## src/rtl/logic_function_bank.sv

```systemverilog
// logic_function_bank
//   Run-time programmable bank of N_OUT truth tables over N_IN inputs,
//   evaluated through a one-entry registered ready/valid output slot, plus a
//   sweep sequencer that emits every input index 0..2^N_IN-1 in order.
//
// Optional build macro: LOGIC_FUNCTION_BANK_SIGNATURE_EN
//   adds a 16-bit rotate/XOR signature output (sig) over sweep beats.
//
// Ports
//   clk, rst_n          clock, asynchronous active-low reset
//   cfg_we/sel/table    whole-table write; cfg_err pulses when a write is dropped
//   in_valid/ready/vec  evaluation request (only accepted while IDLE)
//   out_valid/ready     output slot handshake; out_vec bit k = table_k[out_idx]
//   sweep_start         level-sampled request for an exhaustive sweep in IDLE
//   busy                high while sweeping or waiting for the last beat
//   done                one-cycle pulse when the sweep completes
//   sig                 (optional) sweep signature
module logic_function_bank #(
    parameter int unsigned N_IN  = 4,
    parameter int unsigned N_OUT = 10,
    localparam int unsigned SEL_W = (N_OUT > 1) ? $clog2(N_OUT) : 1,
    localparam int unsigned DEPTH = 1 << N_IN
) (
    input  logic             clk,
    input  logic             rst_n,
    input  logic             cfg_we,
    input  logic [SEL_W-1:0] cfg_sel,
    input  logic [DEPTH-1:0] cfg_table,
    output logic             cfg_err,
    input  logic             in_valid,
    output logic             in_ready,
    input  logic [N_IN-1:0]  in_vec,
    output logic             out_valid,
    input  logic             out_ready,
    output logic [N_OUT-1:0] out_vec,
    output logic [N_IN-1:0]  out_idx,
    input  logic             sweep_start,
    output logic             busy,
`ifdef LOGIC_FUNCTION_BANK_SIGNATURE_EN
    output logic [15:0]      sig,
`endif
    output logic             done
);

    typedef enum logic [1:0] {
        S_IDLE,
        S_SWEEP,
        S_DONE
    } state_e;

    state_e             state_q;
    logic [DEPTH-1:0]   tbl_q [N_OUT];
    logic               out_valid_q;
    logic [N_OUT-1:0]   out_vec_q;
    logic [N_IN-1:0]    out_idx_q;
    logic [N_IN-1:0]    cnt_q;
    logic               cfg_err_q;
    logic               done_q;

    logic               slot_free;
    logic               sel_ok;
    logic               write_ok;
    logic               accept_in;
    logic [N_IN-1:0]    eval_idx;
    logic [N_OUT-1:0]   eval_vec;

    assign slot_free = !out_valid_q || out_ready;
    assign sel_ok    = 32'(cfg_sel) < N_OUT;
    assign write_ok  = cfg_we && (state_q == S_IDLE) && sel_ok;
    assign accept_in = (state_q == S_IDLE) && in_valid && slot_free;

    // One shared lookup: the sweep counter drives it while sweeping,
    // the external vector otherwise.
    assign eval_idx = (state_q == S_SWEEP) ? cnt_q : in_vec;

    always_comb begin
        eval_vec = '0;
        for (int unsigned k = 0; k < N_OUT; k++) begin
            eval_vec[k] = tbl_q[k][eval_idx];
        end
    end

    // Tables are registered, so a write and an evaluation in the same
    // cycle naturally see the old contents.
    always_ff @(posedge clk or negedge rst_n) begin
        if (!rst_n) begin
            for (int unsigned k = 0; k < N_OUT; k++) begin
                tbl_q[k] <= '0;
            end
        end else if (write_ok) begin
            tbl_q[cfg_sel] <= cfg_table;
        end
    end

`ifdef LOGIC_FUNCTION_BANK_SIGNATURE_EN
    logic [15:0] sig_q;
    logic [15:0] vec16;

    always_comb begin
        vec16 = '0;
        for (int unsigned k = 0; k < N_OUT && k < 16; k++) begin
            vec16[k] = eval_vec[k];
        end
    end

    always_ff @(posedge clk or negedge rst_n) begin
        if (!rst_n) begin
            sig_q <= '0;
        end else if (state_q == S_IDLE && !accept_in && sweep_start && !in_valid) begin
            sig_q <= '0;
        end else if (state_q == S_SWEEP && slot_free) begin
            sig_q <= {sig_q[14:0], sig_q[15]} ^ vec16;
        end
    end

    assign sig = sig_q;
`endif

    always_ff @(posedge clk or negedge rst_n) begin
        if (!rst_n) begin
            state_q     <= S_IDLE;
            out_valid_q <= 1'b0;
            out_vec_q   <= '0;
            out_idx_q   <= '0;
            cnt_q       <= '0;
            cfg_err_q   <= 1'b0;
            done_q      <= 1'b0;
        end else begin
            done_q    <= 1'b0;
            cfg_err_q <= cfg_we && !write_ok;

            // Drain the slot by default; a load below overrides this.
            if (out_valid_q && out_ready) begin
                out_valid_q <= 1'b0;
            end

            case (state_q)
                S_IDLE: begin
                    if (accept_in) begin
                        out_valid_q <= 1'b1;
                        out_vec_q   <= eval_vec;
                        out_idx_q   <= in_vec;
                    end else if (sweep_start && !in_valid) begin
                        state_q <= S_SWEEP;
                        cnt_q   <= '0;
                    end
                end
                S_SWEEP: begin
                    if (slot_free) begin
                        out_valid_q <= 1'b1;
                        out_vec_q   <= eval_vec;
                        out_idx_q   <= cnt_q;
                        cnt_q       <= cnt_q + N_IN'(1);
                        if (cnt_q == '1) begin
                            state_q <= S_DONE;
                        end
                    end
                end
                S_DONE: begin
                    // Finish once the final beat has left the slot.
                    if (slot_free) begin
                        done_q  <= 1'b1;
                        state_q <= S_IDLE;
                    end
                end
                default: state_q <= S_IDLE;
            endcase
        end
    end

    assign in_ready  = (state_q == S_IDLE) && slot_free;
    assign busy      = (state_q != S_IDLE);
    assign out_valid = out_valid_q;
    assign out_vec   = out_vec_q;
    assign out_idx   = out_idx_q;
    assign cfg_err   = cfg_err_q;
    assign done      = done_q;

endmodule

```

## config.mk

```make
export PLATFORM = sky130hd
export DESIGN_NAME = logic_function_bank
export DESIGN_NICKNAME = d
export VERILOG_FILES = /design/src/rtl/logic_function_bank.sv
export SDC_FILE = /design/constraint.sdc
export NUM_CORES = 1
export LEC_CHECK = 0
export CAP_MARGIN = 20
export CORE_MARGIN = 3
export CORE_UTILIZATION = 25
export DETAILED_ROUTE_END_ITERATION = 8
export PLACE_DENSITY = 0.37
export SLEW_MARGIN = 10
export SYNTH_ARGS = -nofsm -noshare
export SYNTH_HDL_FRONTEND = slang
export SYNTH_SLANG_ARGS = --single-unit
```

## constraint.sdc

```tcl
create_clock -name clk -period 3.58 [get_ports clk]
set_input_delay 0.358 -clock clk [delete_from_list [all_inputs] [get_ports clk]]
set_output_delay 0.358 -clock clk [all_outputs]
set_load 0.005 [all_outputs]
```

# == Word-level counts from Yosys, hierarchy flattened ==
# Cells that the tools add are included.
# word_totals
output_inout_bits,19
word_cells,97
register_bits,183
# op_classes
n_eq_ne,9
order_cmp,4
reduce_logical,19
addsub,1
bitwise,1
n_mux,46
# op_table
op,n
160-bit bitwise mux,1
16-bit demux with 4-bit select,1
1-bit binary-select mux with 4-bit select,10
4-bit two-way mux,6
10-bit two-way mux,2
10-bit case mux with 2 select lines,1
16-bit two-way mux,1
4-bit case mux with 2 select lines,2
1-bit two-way mux,15
2-bit two-way mux,5
1-bit logical AND,9
2-bit inequality test (second input constant),4
2-bit case mux with 3 select lines,1
5-bit >= comparator (second input constant),1
4-bit by 5-bit < comparator with 1-bit output (second input constant),1
5-bit by 1-bit < comparator with 1-bit output (second input constant),1
4-bit inverter with 5-bit output,1
5-bit AND reduction,1
4-bit by 1-bit adder with 4-bit output (second input constant),1
4-bit equality test (second input constant),1
4-bit < comparator (second input constant),1
2-bit by 1-bit inequality test with 1-bit output (second input constant),2
4-bit AND reduction,1
2-bit nonzero test,2
7 further kinds,9

# == Depth between registers and ports, before layout ==
# Gate-level depths: netlist of run 1.
# depth
depth_word,6
mapped_depth,10
mapped_depth_nobuf,6

# == Least setup slack after synthesis of run 1 ==
# No wires, ideal clock.
# synth_timing
path_kind,reg-to-reg
from,reg state_q[0]
to,reg tbl_q[21] (netlist name)
setup_slack_ns,1.618
t_required_ns,3.452
setup_ns,0.128
path_stages_with_launch,9
t_arrival_ns,1.834
n_path_buf,2
period_less_slack_ns,1.962
path_cell_list,dfrtp_1 > buf_2 > nor2_4 > inv_2 > nor3_1 > nand2_1 > nor2_2 > buf_2 > mux2_1
# synth_between
elab_chain_len,3
# synth_lines
item,line_no,rtl
"start, declared",51,state_e state_q;
"start signal, assigned",121,state_q <= S_IDLE;
"start signal, assigned",144,state_q <= S_SWEEP;
"start signal, assigned",155,state_q <= S_DONE;
2-bit logical NOT,69,assign write_ok = cfg_we && (state_q == S_IDLE) && sel_ok;
1-bit logical AND (2 in a row),69,
"end signal, assigned by index",91,tbl_q[cfg_sel] <= cfg_table;
"end, declared",52,logic [DEPTH-1:0] tbl_q [N_OUT];
# No other way between the ends.
# A chain may end at the register's enable or synchronous reset.

# == Worst setup path in the final report of run 1 ==
# layout_timing
from,reg state_q[0]
to,reg out_vec_q[1] (netlist: out_vec[1])
# layout_between
elab_chain_len,6
# layout_lines
item,line_no,rtl
2-bit by 1-bit equality test with 1-bit output,"74, 137",
4-bit two-way mux,74,assign eval_idx = (state_q == S_SWEEP) ? cnt_q : in_vec;
1-bit binary-select mux with 4-bit select,79,eval_vec[k] = tbl_q[k][eval_idx];
1-bit two-way mux (implied by the code),79,
10-bit two-way mux (on tied branches),"149, 139",
10-bit case mux with 2 select lines,137,case (state_q)
"end signal, assigned",141,out_vec_q <= eval_vec;
"end signal, assigned",151,out_vec_q <= eval_vec;
"end, declared",54,logic [N_OUT-1:0] out_vec_q;
# Parallel ways exist; a longest one is shown, timed or not. The select of a mux whose other input is x is not followed.

==> metrics.md, run 1 <==
| Metric | Value |
|---|---|
| Kind of start point of the critical path | `register` |
| Worst skew pair latency | `0.44 ns` |
| First-pass GRT wire length | `45200 microns` |
| Clock buffers created by TritonCTS | `17` |
| Average wire per cell in the routed design | `23.0 microns` |
| Post-synthesis async set-or-reset flop share | `100%` |
| Sequential cell fraction of total power | `38.7%` |
| Main flop type after synthesis | `dfrtp_1` |
| Share of total power in combinational logic | `39.8%` |
| Vias per cell | `4.83` |
| Max-cap check violation count | `0` |
| Cell at the slowest stage of the critical path | `o31ai_2` |
| Maximum number of pins on one net before global-route repair | `70` |
| Buffers inserted by post-CTS timing repair | `0` |
| Initial antenna violation count | `0` |
| Layout cell share with drive strength beyond 1 | `13.9%` |
| Setup violations, final | `0` |
| Iter 0 DRT Violations | `308` |
| I/O pin cnt | `49` |
| Worst path required time | `a little under 4 ns` |
| Port Buf Inserts | `48` |
| Placed cell area | `0.0103 sq mm` |
| Number of hold-repair buffers added at the cts stage | `1` |
| Slew @ Worst Pin | `1.04 ns` |
| Layout Skew | `0.0111 ns` |
| Crit-path max FO | `36` |
| Worst IR Drop VDD | `0.379 mV` |
| Netlist cell types | `64` |
| Warnings, synthesis | `0` |
| Kind of path behind the tightest hold check | `reg2reg` |
| Worst-case clock buffer depth | `2` |
| Global routing's busiest layer | `met2` |
| Routability cong. | `0.727` |
| Fill cell count | `3752` |
| DR DRC count | `0` |
| Leading cell types in the layout, fill and taps excluded | `dfrtp_1, mux2_1, a211oi_1` |
| Number of nets at the end of the flow | `850` |
| Slew Limit Headroom | `28.6%` |
| Sequential element share of the synthesized area | `49.2%` |
| Met1 track utilization from global routing | `23.3%` |
| Sw Ratio | `38.8%` |
| Starting density of the core | `25.4%` |
| Commonest non-fill, non-tap cell in the layout | `dfrtp_1` |
| Die outline height | `just under 200 microns` |
| Worst endpoint data arrival time | `3.12 ns` |
| CTS H-tree depth | `4` |
| Register bit count reported by yosys | `183` |
| CTS sink cnt | `183` |
| Number of enable-type register cells in the synthesized netlist | `0` |
| Core ar. | `0.0367 sq mm` |
| Final Hold Vio Count | `0` |
| Die Span X | `roughly 200 microns` |
| Leak pwr | `around 4.7 nW` |
| CTS tree | `yes` |
| Share of Yosys cell area claimed by the top area cell type | `about half` |
| Final critical-path share of the clock period | `78.5%` |
| Via count of the first global-routing pass | `around 6500` |
| CTS Root Cell | `clkbuf_16` |
| Half-perimeter wire length after detailed placement | `19300 microns` |
| Met3 Usage GRT | `2.59%` |
| Power share of the clock group | `21.5%` |
| Detailed-routing iteration count for the pre-antenna-repair pass | `4` |
| Post-CTS sizing | `0` |
| Crit-path most repeated cell | `buf_4` |
| Classification of the worst setup path | `reg2reg` |
| Switching pwr | `3.25 mW` |
| Fin area | `between 0.01 and 0.015 sq mm` |
| Bufs and invs on worst path | `2` |
| Remaining global-route overflow | `0` |
| Maximum single-stage delay on the critical path | `~0.8 ns` |
| Clock transition time at the flip-flop clock pins of the worst setup and hold paths | `0.07 ns` |
| Setup Total Neg Slack | `0 ns` |
| Overall die area | `0.0396 sq mm` |
| Total via count after detailed routing | `~6300` |
| ANT cells | `0` |
| Overall track demand over capacity in global routing | `around 16%` |
| Remaining number of nets flagged by the antenna check after routing | `0` |
| Critical path endpoint category | `register` |
| Global-route track usage on met2 | `23.6%` |
| Synth top area cells | `dfrtp_1, mux2_1, a211oi_1` |
| Number of slew-limit violations in the final report | `0` |
| Average size of a mapped cell | `11.6 sq um` |
| Drt total wl | `29900 microns` |
| Outcome | `finished, final reports clean` |
| Power Dens Cells | `775 mW/mm^2` |
| RSZ-0062 raised after global routing | `false` |
| CP top delay family | `compound AO/OA/AOI/OAI gates` |
| Internal power component | `5.13 mW` |
| Post-Synthesis Net Count | `834` |
| Library cell occupying the most area in the post-synthesis netlist | `dfrtp_1` |
| Shortest period the worst path allows | `2.81 ns` |
| Synth-to-layout area growth | `16.1%` |
| Achievable clock frequency | `356 MHz` |
| Synthesized area | `0.00931 sq mm` |
| Gate count after technology mapping | `803` |
| Std-Cell Rows | `70` |
| CP Cell Sequence | `buf_4 > nor2b_2 > buf_4 > o31ai_2 > a32oi_1 > nand4_1 > o211ai_1` |
==> cell type report <==
type,count,area (sq um),share of cell area (%)
clock buffer,19,443,4.10
clock inverter,13,101,0.937
inverter,54,203,1.87
multi-input combinational,489,4210,38.9
sequential,183,4580,42.4
tap,468,586,5.42
timing repair buffer,74,694,6.42
==> per-stage QoR <==
step | utilization (%) | std cells | total power, mW | setup slack [ns] | hold slack (ns)
after floorplan | - | 803 | 5.37 | 1.62 | 0.0624
after global routing | 29.5 | 1300 | 8.94 | 0.646 | 0.502
after CTS | 29.5 | 1300 | 8.50 | 0.829 | 0.491
final | 29.5 | 1300 | 8.38 | 0.771 | 0.487
after detailed placement | 28.0 | 1267 | 6.65 | 0.716 | 0.425
after global placement | 28.0 | 1267 | 6.63 | 0.741 | 0.434
==> worst paths after layout <==
check | start | to | slack, ns | depth (start not counted)
min in group asynchronous | rst_n | tbl_q[74]$_DFFE_PN0P_ | 0.50 | 2
max in group asynchronous | rst_n | tbl_q[50]$_DFFE_PN0P_ | 2.20 | 3
worst min register to register | tbl_q[135]$_DFFE_PN0P_ | tbl_q[135]$_DFFE_PN0P_ | 0.49 | 1
worst max-delay path | state_q[0]$_DFFE_PN0P_ | out_vec[1]$_DFFE_PN0P_ | 0.77 | 7
worst min-delay path | tbl_q[135]$_DFFE_PN0P_ | tbl_q[135]$_DFFE_PN0P_ | 0.49 | 1
worst max register to register | state_q[0]$_DFFE_PN0P_ | out_vec[1]$_DFFE_PN0P_ | 0.77 | 7
==> metal layers <==
layer,wire [microns],vias up,part of all wire (%)
li1,-,2971,-
met1,15400,3210,52
met2,13100,93,44
met3,1150,10,3.8
met4,222,0,0.74
met5,0,-,0
==> worst reg2reg max path: stages, from the launching register on <==
cell and delay [ns]:
dfrtp_1 0.39, buf_4 0.20, nor2b_2 0.18, buf_4 0.28
o31ai_2 0.81, a32oi_1 0.44, nand4_1 0.28, o211ai_1 0.11
==> logic make-up (layout without fill, tap and decap cells) <==
kind of cell,count (synthesis),in the layout,synth area share [%]
mux,200,200,23.8
flops,183,183,49.2
compound gates,176,176,14.6
buf+inv,131,160,5.87
simple gates,111,111,6.37
fa+ha+maj,1,1,0.134
xor+xnor,1,1,0.0941
==> Yosys cell counts, types with 2 or more instances <==
cell,n
nor2b_1,3
nor3_1,2
o211ai_1,45
buf_1,14
nor2_1,5
nand2_1,56
a211o_1,3
nand4_1,11
buf_6,3
a31oi_1,3
o21ai_0,17
dfrtp_1,183
clkbuf_1,36
buf_2,23
or4b_1,2
a32o_1,2
inv_1,52
a211oi_1,57
a21oi_1,2
nor4bb_1,3
o31ai_2,3
a2111o_1,9
inv_2,2
and2_1,2
mux2_2,38
a32oi_1,9
nand2b_1,7
nand3b_1,2
or2_1,2
a31oi_2,3
or3_1,3
mux2i_1,32
mux2_1,130
a21boi_1,2
o21ai_1,8
==> power by group through the flow <==
stage | sequential (mW) | combinational, mW | clock (mW)
4_1_cts | 3.25 | 3.39 | 1.87
3_5_place_dp | 3.28 | 3.37 | 0
5_1_grt | 3.34 | 3.66 | 1.93
6_report | 3.24 | 3.33 | 1.80
2_1_floorplan | 3.12 | 2.25 | 0
3_3_place_gp | 3.28 | 3.34 | 0
==> flip-flops by register name, indices dropped and copies added (netlist names) <==
name / cells
out_vec: 10
done: 1
cfg_err: 1
state_q: 2
tbl_q: 160
out_idx: 4
out_valid: 1
cnt_q: 4
No activity file was read; power rests on OpenSTA's default activity.
==> inputs of run 2 (changes only) <==
- clock period: 3.58 -> 2.8 ns (I/O delays scaled with it)
==> run 2 against run 1 <==
  * Largest cell class unchanged
  * Final cell count increased by 1.4%
  * Fmax increased by 18%
  * Critical path depth decreased by 1
  * Die area unchanged
  * Total power increased by 33%
  * Non-clock buffer count increased by 18
  * Combinational power increased by 34%
  * Critical endpoint is now out_vec[3]$_DFFE_PN0P_
  * Clock power increased by 41%
  * Global-route usage increased by 0.47 points
==> metrics.md, run 2 (synthesis results as in run 1) <==
| Metric | Value |
|---|---|
| Worst-case clock buffer depth | `2 (unchanged)` |
| Iter 0 DRT Violations | `400 (was 308)` |
| Synth-to-layout area growth | `19.0% (was 16.1%)` |
| DR DRC count | `0 (unchanged)` |
| Number of cells on the worst reg-to-reg path | `6 (was 7)` |
| Slew @ Worst Pin | `1.04 ns (about the same)` |
| Kind of path behind the tightest hold check | `in2async (was reg2reg)` |
| Number of slew-limit violations in the final report | `0 (unchanged)` |
| Clock buffers created by TritonCTS | `17 (unchanged)` |
| Most flop-heavy register | `tbl_q (unchanged)` |
| Die outline height | `199 microns (unchanged)` |
| Core ar. | `0.0367 sq mm (unchanged)` |
| Remaining global-route overflow | `0 (unchanged)` |
| Critical R2R Launch | `state_q[0]$_DFFE_PN0P_ (unchanged)` |
| Overall track demand over capacity in global routing | `16.0% (was 15.5%)` |
| Fill cell count | `3761 (was 3752)` |
| Half-perimeter wire length after detailed placement | `19800 microns (was 19300 microns)` |
| Origin of the worst setup path | `state_q[0]$_DFFE_PN0P_ (unchanged)` |
| Placed cell area | `0.0105 sq mm (was 0.0103 sq mm)` |
| Port Buf Inserts | `48 (unchanged)` |
| Crit-path max FO | `40 (was 36)` |
| Achievable clock frequency | `421 MHz (was 356 MHz)` |
| Initial antenna violation count | `0 (unchanged)` |
| Kind of start point of the critical path | `register (unchanged)` |
| Number of nets at the end of the flow | `868 (was 850)` |
| RR Endpoint | `out_vec[3]$_DFFE_PN0P_ (was out_vec[1]$_DFFE_PN0P_)` |
| Capture point of the worst path | `out_vec[3]$_DFFE_PN0P_ (was out_vec[1]$_DFFE_PN0P_)` |
| Setup Total Neg Slack | `0 ns (unchanged)` |
| Std-Cell Rows | `70 (unchanged)` |
| Via count of the first global-routing pass | `6611 (was 6469)` |
| CTS tree | `yes (unchanged)` |
| Routability cong. | `0.746 (was 0.727)` |
| Clock transition time at the flip-flop clock pins of the worst setup and hold paths | `0.08 ns (was 0.07 ns)` |
| CTS Root Cell | `clkbuf_16 (unchanged)` |
| Critical path endpoint category | `register (unchanged)` |
| Worst path required time | `3.17 ns (was 3.89 ns)` |
| Area used by sequential logic in the layout | `0.00458 sq mm (unchanged)` |
| Vias per cell | `4.90 (was 4.83)` |
| Max reg flops | `160 (unchanged)` |
| Average wire per cell in the routed design | `23.0 microns (about the same)` |
| Final critical-path share of the clock period | `84.8% (was 78.5%)` |
| Slew Limit Headroom | `30.1% (was 28.6%)` |
| RSZ-0062 raised after global routing | `false (unchanged)` |
| Drt total wl | `30400 microns (was 29900 microns)` |
| Total via count after detailed routing | `6459 (was 6284)` |
| Worst skew pair latency | `0.45 ns (was 0.44 ns)` |
| Maximum number of pins on one net before global-route repair | `70 (unchanged)` |
| Overall die area | `0.0396 sq mm (unchanged)` |
| I/O pin cnt | `49 (unchanged)` |
| Starting density of the core | `25.4% (unchanged)` |
| Leading cell types in the layout, fill and taps excluded | `dfrtp_1, mux2_1, a211oi_1 (unchanged)` |
| Shortest period the worst path allows | `2.38 ns (was 2.81 ns)` |
| Classification of the worst setup path | `reg2reg (unchanged)` |
| Cells after DPL | `1285 (was 1267)` |
| Fin area | `0.0111 sq mm (was 0.0108 sq mm)` |
| FF-to-FF setup slack | `0.42 ns (was 0.77 ns)` |
| CTS H-tree depth | `4 (unchanged)` |
| First-pass GRT wire length | `46700 microns (was 45200 microns)` |
| Commonest non-fill, non-tap cell in the layout | `dfrtp_1 (unchanged)` |
| Power Dens Cells | `1010 mW/mm^2 (was 775 mW/mm^2)` |
| Layout cell share with drive strength beyond 1 | `15.9% (was 13.9%)` |
| Buffers inserted by post-CTS timing repair | `0 (unchanged)` |
| Outcome | `finished, final reports clean (unchanged)` |
| Detailed-routing iteration count for the pre-antenna-repair pass | `5 (was 4)` |
| Remaining number of nets flagged by the antenna check after routing | `0 (unchanged)` |
| Setup violations, final | `0 (unchanged)` |
| Die Span X | `199 microns (unchanged)` |
| Footprint of the multi-input gates | `0.00421 sq mm (unchanged)` |
| Filler-free cell count of the finished design | `1318 (was 1300)` |
| Worst IR Drop VDD | `0.506 mV (was 0.379 mV)` |
| Final Hold Vio Count | `0 (unchanged)` |
| Worst endpoint data arrival time | `2.74 ns (was 3.12 ns)` |
| Max-cap check violation count | `0 (unchanged)` |
| ANT cells | `0 (unchanged)` |
| Leak pwr | `4.81 nW (was 4.67 nW)` |
| CTS sink cnt | `183 (unchanged)` |
| Layout Skew | `0.0132 ns (was 0.0111 ns)` |
-- run 2: cell types whose count changed in the layout (fill, tap and decap cells not counted), sizes merged --
cell      previous run  this run
buf                 25        43
clkinv               8         2
inv                 55        61
bufinv               0         2
clkbuf              20        19
clkinvlp             4         3
-- run 2: report_power, final --
group          internal [mW]  switching [mW]
logic                   1.93            2.54
clock network           1.36            1.18
registers               3.58           0.551
-- run 2: worst min-delay path by stage --
stage / end / depth (start not counted) / from
3_5_place_dp: tbl_q[45]$_DFFE_PN0P_ / 1 / rst_n
5_1_grt: tbl_q[140]$_DFFE_PN0P_ / 2 / rst_n
4_1_cts: tbl_q[122]$_DFFE_PN0P_ / 2 / rst_n
6_report: tbl_q[76]$_DFFE_PN0P_ / 2 / rst_n
3_3_place_gp: tbl_q[109]$_DFFE_PN0P_ / 1 / rst_n
2_1_floorplan: cfg_err$_DFF_PN0_ / 0 / rst_n
-- run 2: worst max-delay path, stage by stage (launching register included) --
cell and delay, ns:
dfrtp_1 0.42, buf_4 0.23, and3b_1 0.22, a21o_4 0.44, mux2i_1 0.27, a2111o_1 0.53, o211ai_1 0.18
-- run 2: routing by layer --
metal	GRT usage (%)	share of wire, %	wire length [microns]	up-vias
li1	-	-	-	2999
met1	24.4	52	15900	3345
met2	23.5	43	13200	103
met3	3.13	3.4	1020	12
met4	3.23	0.95	289	0
met5	0	0	0	-
-- run 2: metrics by stage --
stage                     utilization (%)  setup WS, ns  hold slack (ns)  power (mW)
after global placement               28.5         0.161            0.366        8.71
after detailed placement             28.5         0.148            0.369        8.70
after global routing                 30.2         0.278            0.477        11.9
after CTS                            30.2         0.410            0.435        11.3
after floorplan                         -         0.838          -0.0156        6.86
final                                30.2         0.424            0.421        11.1
-- run 2: final cells by class --
class / count / share of cell area, %
Tap cell: 468 / 5.29
Inverter: 54 / 1.83
Timing Repair Buffer: 92 / 8.17
Sequential cell: 183 / 41.3
Multi-Input combinational cell: 489 / 38.0
Clock inverter: 14 / 1.43
Clock buffer: 18 / 3.97
-- run 2: timing repair --
| action | CTS | global route |
|---|---|---|
| hold buffers | 1 | 0 |
| endpoints found under the hold margin | 63 | 0 |
| gates resized for setup | 0 | 0 |
==> inputs of run 3 (changes only) <==
- PLACE_DENSITY: 0.37 -> 0.38
- clock period: 2.8 -> 2 ns (I/O delays scaled with it)
==> run 3 against run 2 <==
  * The run now ends with negative setup slack left
  * Core utilization rose by 4.1 points
  * Count of clock-buffer cells in the layout did not move
  * Fmax rose by 14%
  * Die area did not move
  * Global-route usage rose by 0.24 points
  * Critical endpoint is now tbl_q[63]$_DFFE_PN0P_
  * Highest routed layer unchanged
==> metrics.md, run 3 (synthesis results as in run 1) <==
| Metric | Value |
|---|---|
| Worst skew pair latency | `0.44 ns (was 0.45 ns)` |
| Final worst slack | `-0.0772 ns (was 0.424 ns)` |
| I/O pin cnt | `49 (unchanged)` |
| Final Hold Vio Count | `0 (unchanged)` |
| Routability cong. | `0.770 (was 0.746)` |
| Tightest hold margin | `0.304 ns (was 0.421 ns)` |
| Total via count after detailed routing | `6872 (was 6459)` |
| RSZ-0062 raised after global routing | `true (was false)` |
| Worst IR Drop VDD | `0.779 mV (was 0.506 mV)` |
| CTS tree | `yes (unchanged)` |
| Remaining number of nets flagged by the antenna check after routing | `0 (unchanged)` |
| Overall die area | `0.0396 sq mm (unchanged)` |
| Setup Total Neg Slack | `-2.08 ns (was 0 ns)` |
| Detailed-routing iteration count for the pre-antenna-repair pass | `5 (unchanged)` |
| Setup violations, final | `53 (was 0)` |
| Drt total wl | `32200 microns (was 30400 microns)` |
| First-pass GRT wire length | `47500 microns (was 46700 microns)` |
| Vias per cell | `4.92 (was 4.90)` |
| Slew Limit Headroom | `62.5% (was 30.1%)` |
| Synth-to-layout area growth | `35.3% (was 19.0%)` |
| Classification of the worst setup path | `reg2reg (unchanged)` |
| Worst-case clock buffer depth | `2 (unchanged)` |
| Starting density of the core | `25.4% (unchanged)` |
| Power Dens Cells | `1400 mW/mm^2 (was 1010 mW/mm^2)` |
| Leak pwr | `5.61 nW (was 4.81 nW)` |
| Achievable clock frequency | `481 MHz (was 421 MHz)` |
| Remaining global-route overflow | `0 (unchanged)` |
| Port Buf Inserts | `48 (unchanged)` |
| Kind of path behind the tightest hold check | `in2async (unchanged)` |
| Die outline height | `199 microns (unchanged)` |
| Violated checks | `negative setup slack` |
| Die Span X | `199 microns (unchanged)` |
| Layout Skew | `0.0111 ns (was 0.0132 ns)` |
| Most flop-heavy register | `tbl_q (unchanged)` |
| Kind of start point of the critical path | `register (unchanged)` |
| Worst endpoint data arrival time | `2.40 ns (was 2.74 ns)` |
| CTS Root Cell | `clkbuf_16 (unchanged)` |
| Layout cell share with drive strength beyond 1 | `35.9% (was 15.9%)` |
| ANT cells | `0 (unchanged)` |
| Average wire per cell in the routed design | `23.1 microns (was 23.0 microns)` |
| Cells after DPL | `1335 (was 1285)` |
| Number of slew-limit violations in the final report | `0 (unchanged)` |
| Half-perimeter wire length after detailed placement | `20500 microns (was 19800 microns)` |
| Number of nets at the end of the flow | `946 (was 868)` |
| Final critical-path share of the clock period | `104% (was 84.8%)` |
| Worst setup slack before clock tree synthesis | `-0.245 ns (was 0.148 ns)` |
| Commonest non-fill, non-tap cell in the layout | `dfrtp_1 (unchanged)` |
| Outcome | `finished with violations (was finished, final reports clean)` |
| Std-Cell Rows | `70 (unchanged)` |
| Leading cell types in the layout, fill and taps excluded | `dfrtp_1, mux2_4, buf_4 (was dfrtp_1, mux2_1, a211oi_1)` |
| Core ar. | `0.0367 sq mm (unchanged)` |
| Initial antenna violation count | `0 (unchanged)` |
| Slew @ Worst Pin | `0.561 ns (was 1.04 ns)` |
| Filler-free cell count of the finished design | `1396 (was 1318)` |
| Overall track demand over capacity in global routing | `16.2% (was 16.0%)` |
| Iter 0 DRT Violations | `381 (was 400)` |
| Critical path endpoint category | `register (unchanged)` |
| Max-cap check violation count | `0 (unchanged)` |
| Clock buffers created by TritonCTS | `17 (unchanged)` |
| DR DRC count | `0 (unchanged)` |
| Via count of the first global-routing pass | `7053 (was 6611)` |
| Shortest period the worst path allows | `2.08 ns (was 2.38 ns)` |
| Worst path required time | `2.32 ns (was 3.17 ns)` |
| Clock transition time at the flip-flop clock pins of the worst setup and hold paths | `0.07 ns (was 0.08 ns)` |
| Crit-path max FO | `8 (was 40)` |
| Max reg flops | `160 (unchanged)` |
| CTS H-tree depth | `4 (unchanged)` |
| Maximum number of pins on one net before global-route repair | `60 (was 70)` |
| CTS sink cnt | `183 (unchanged)` |
## run 3: cell count changes in the layout (fill, tap and decap cells not counted), sizes merged, moves of 2 or more
cell / before / now
clkbuf: 19 / 22
buf: 43 / 116
clkinv: 2 / 4
bufinv: 2 / 0
clkdlybuf4s50: 47 / 45
a21o: 1 / 3
## run 3: routing by layer
layer | GRT usage [%] | vias to the layer above | wire length, microns | share of wire (%)
li1 | - | 3169 | - | -
met1 | 24.9 | 3581 | 17100 | 53
met2 | 23.9 | 108 | 14000 | 44
met3 | 2.46 | 14 | 772 | 2.4
met4 | 4.03 | 0 | 341 | 1.1
met5 | 0 | - | 0 | 0
## run 3: cell type report
cell class | instances | area [sq um]
Tap cell | 468 | 586
Fill cell | 3634 | 24100
Timing Repair Buffer | 168 | 1840
Inverter | 54 | 203
Multi-Input combinational cell | 491 | 4840
Clock inverter | 14 | 115
Sequential cell | 183 | 4580
Clock buffer | 18 | 439
## run 3: stage by stage
stage	cell area [sq um]	utilization [%]	power (mW)
2_1_floorplan	9310	-	9.60
3_3_place_gp	11000	30.1	12.9
3_5_place_dp	11000	30.1	12.9
4_1_cts	12200	33.2	17.2
5_1_grt	12600	34.3	18.6
6_report	12600	34.3	17.6
## run 3: final timing paths
check,slack [ns],from,end,cells past startpoint
worst max register to register,-0.08,state_q[1]$_DFFE_PN0P_,tbl_q[63]$_DFFE_PN0P_,8
min in group clk,0.40,sweep_start,cnt_q[3]$_DFFE_PN0P_,2
max in group asynchronous,1.00,rst_n,tbl_q[55]$_DFFE_PN0P_,3
worst max-delay path,-0.08,state_q[1]$_DFFE_PN0P_,tbl_q[63]$_DFFE_PN0P_,8
worst min register to register,0.49,out_idx[2]$_DFFE_PN0P_,out_idx[2]$_DFFE_PN0P_,2
worst min-delay path,0.30,rst_n,tbl_q[12]$_DFFE_PN0P_,2
## run 3: worst max-delay path: stages (launching register included)
cell       delay (ns)
dfrtp_2          0.45
buf_6            0.14
nor2_4           0.13
buf_6            0.12
buf_6            0.08
nand4_1          0.11
or3_4            0.40
clkbuf_16        0.21
mux2_4           0.30
## run 3: power breakdown
group,internal [mW],switching [mW]
sequential,5.02,0.886
combinational,4.32,4.05
clock,1.66,1.64
## run 3: timing repair
item / in CTS / in global routing
setup endpoints to repair: 66 / 113
buffers inserted: 19 / 4
pin swaps: 29 / 20
gates cloned: 3 / 4
resized for setup: 84 / 82
hold buffers: 1 / 0
hold endpoints to repair: 54 / 0
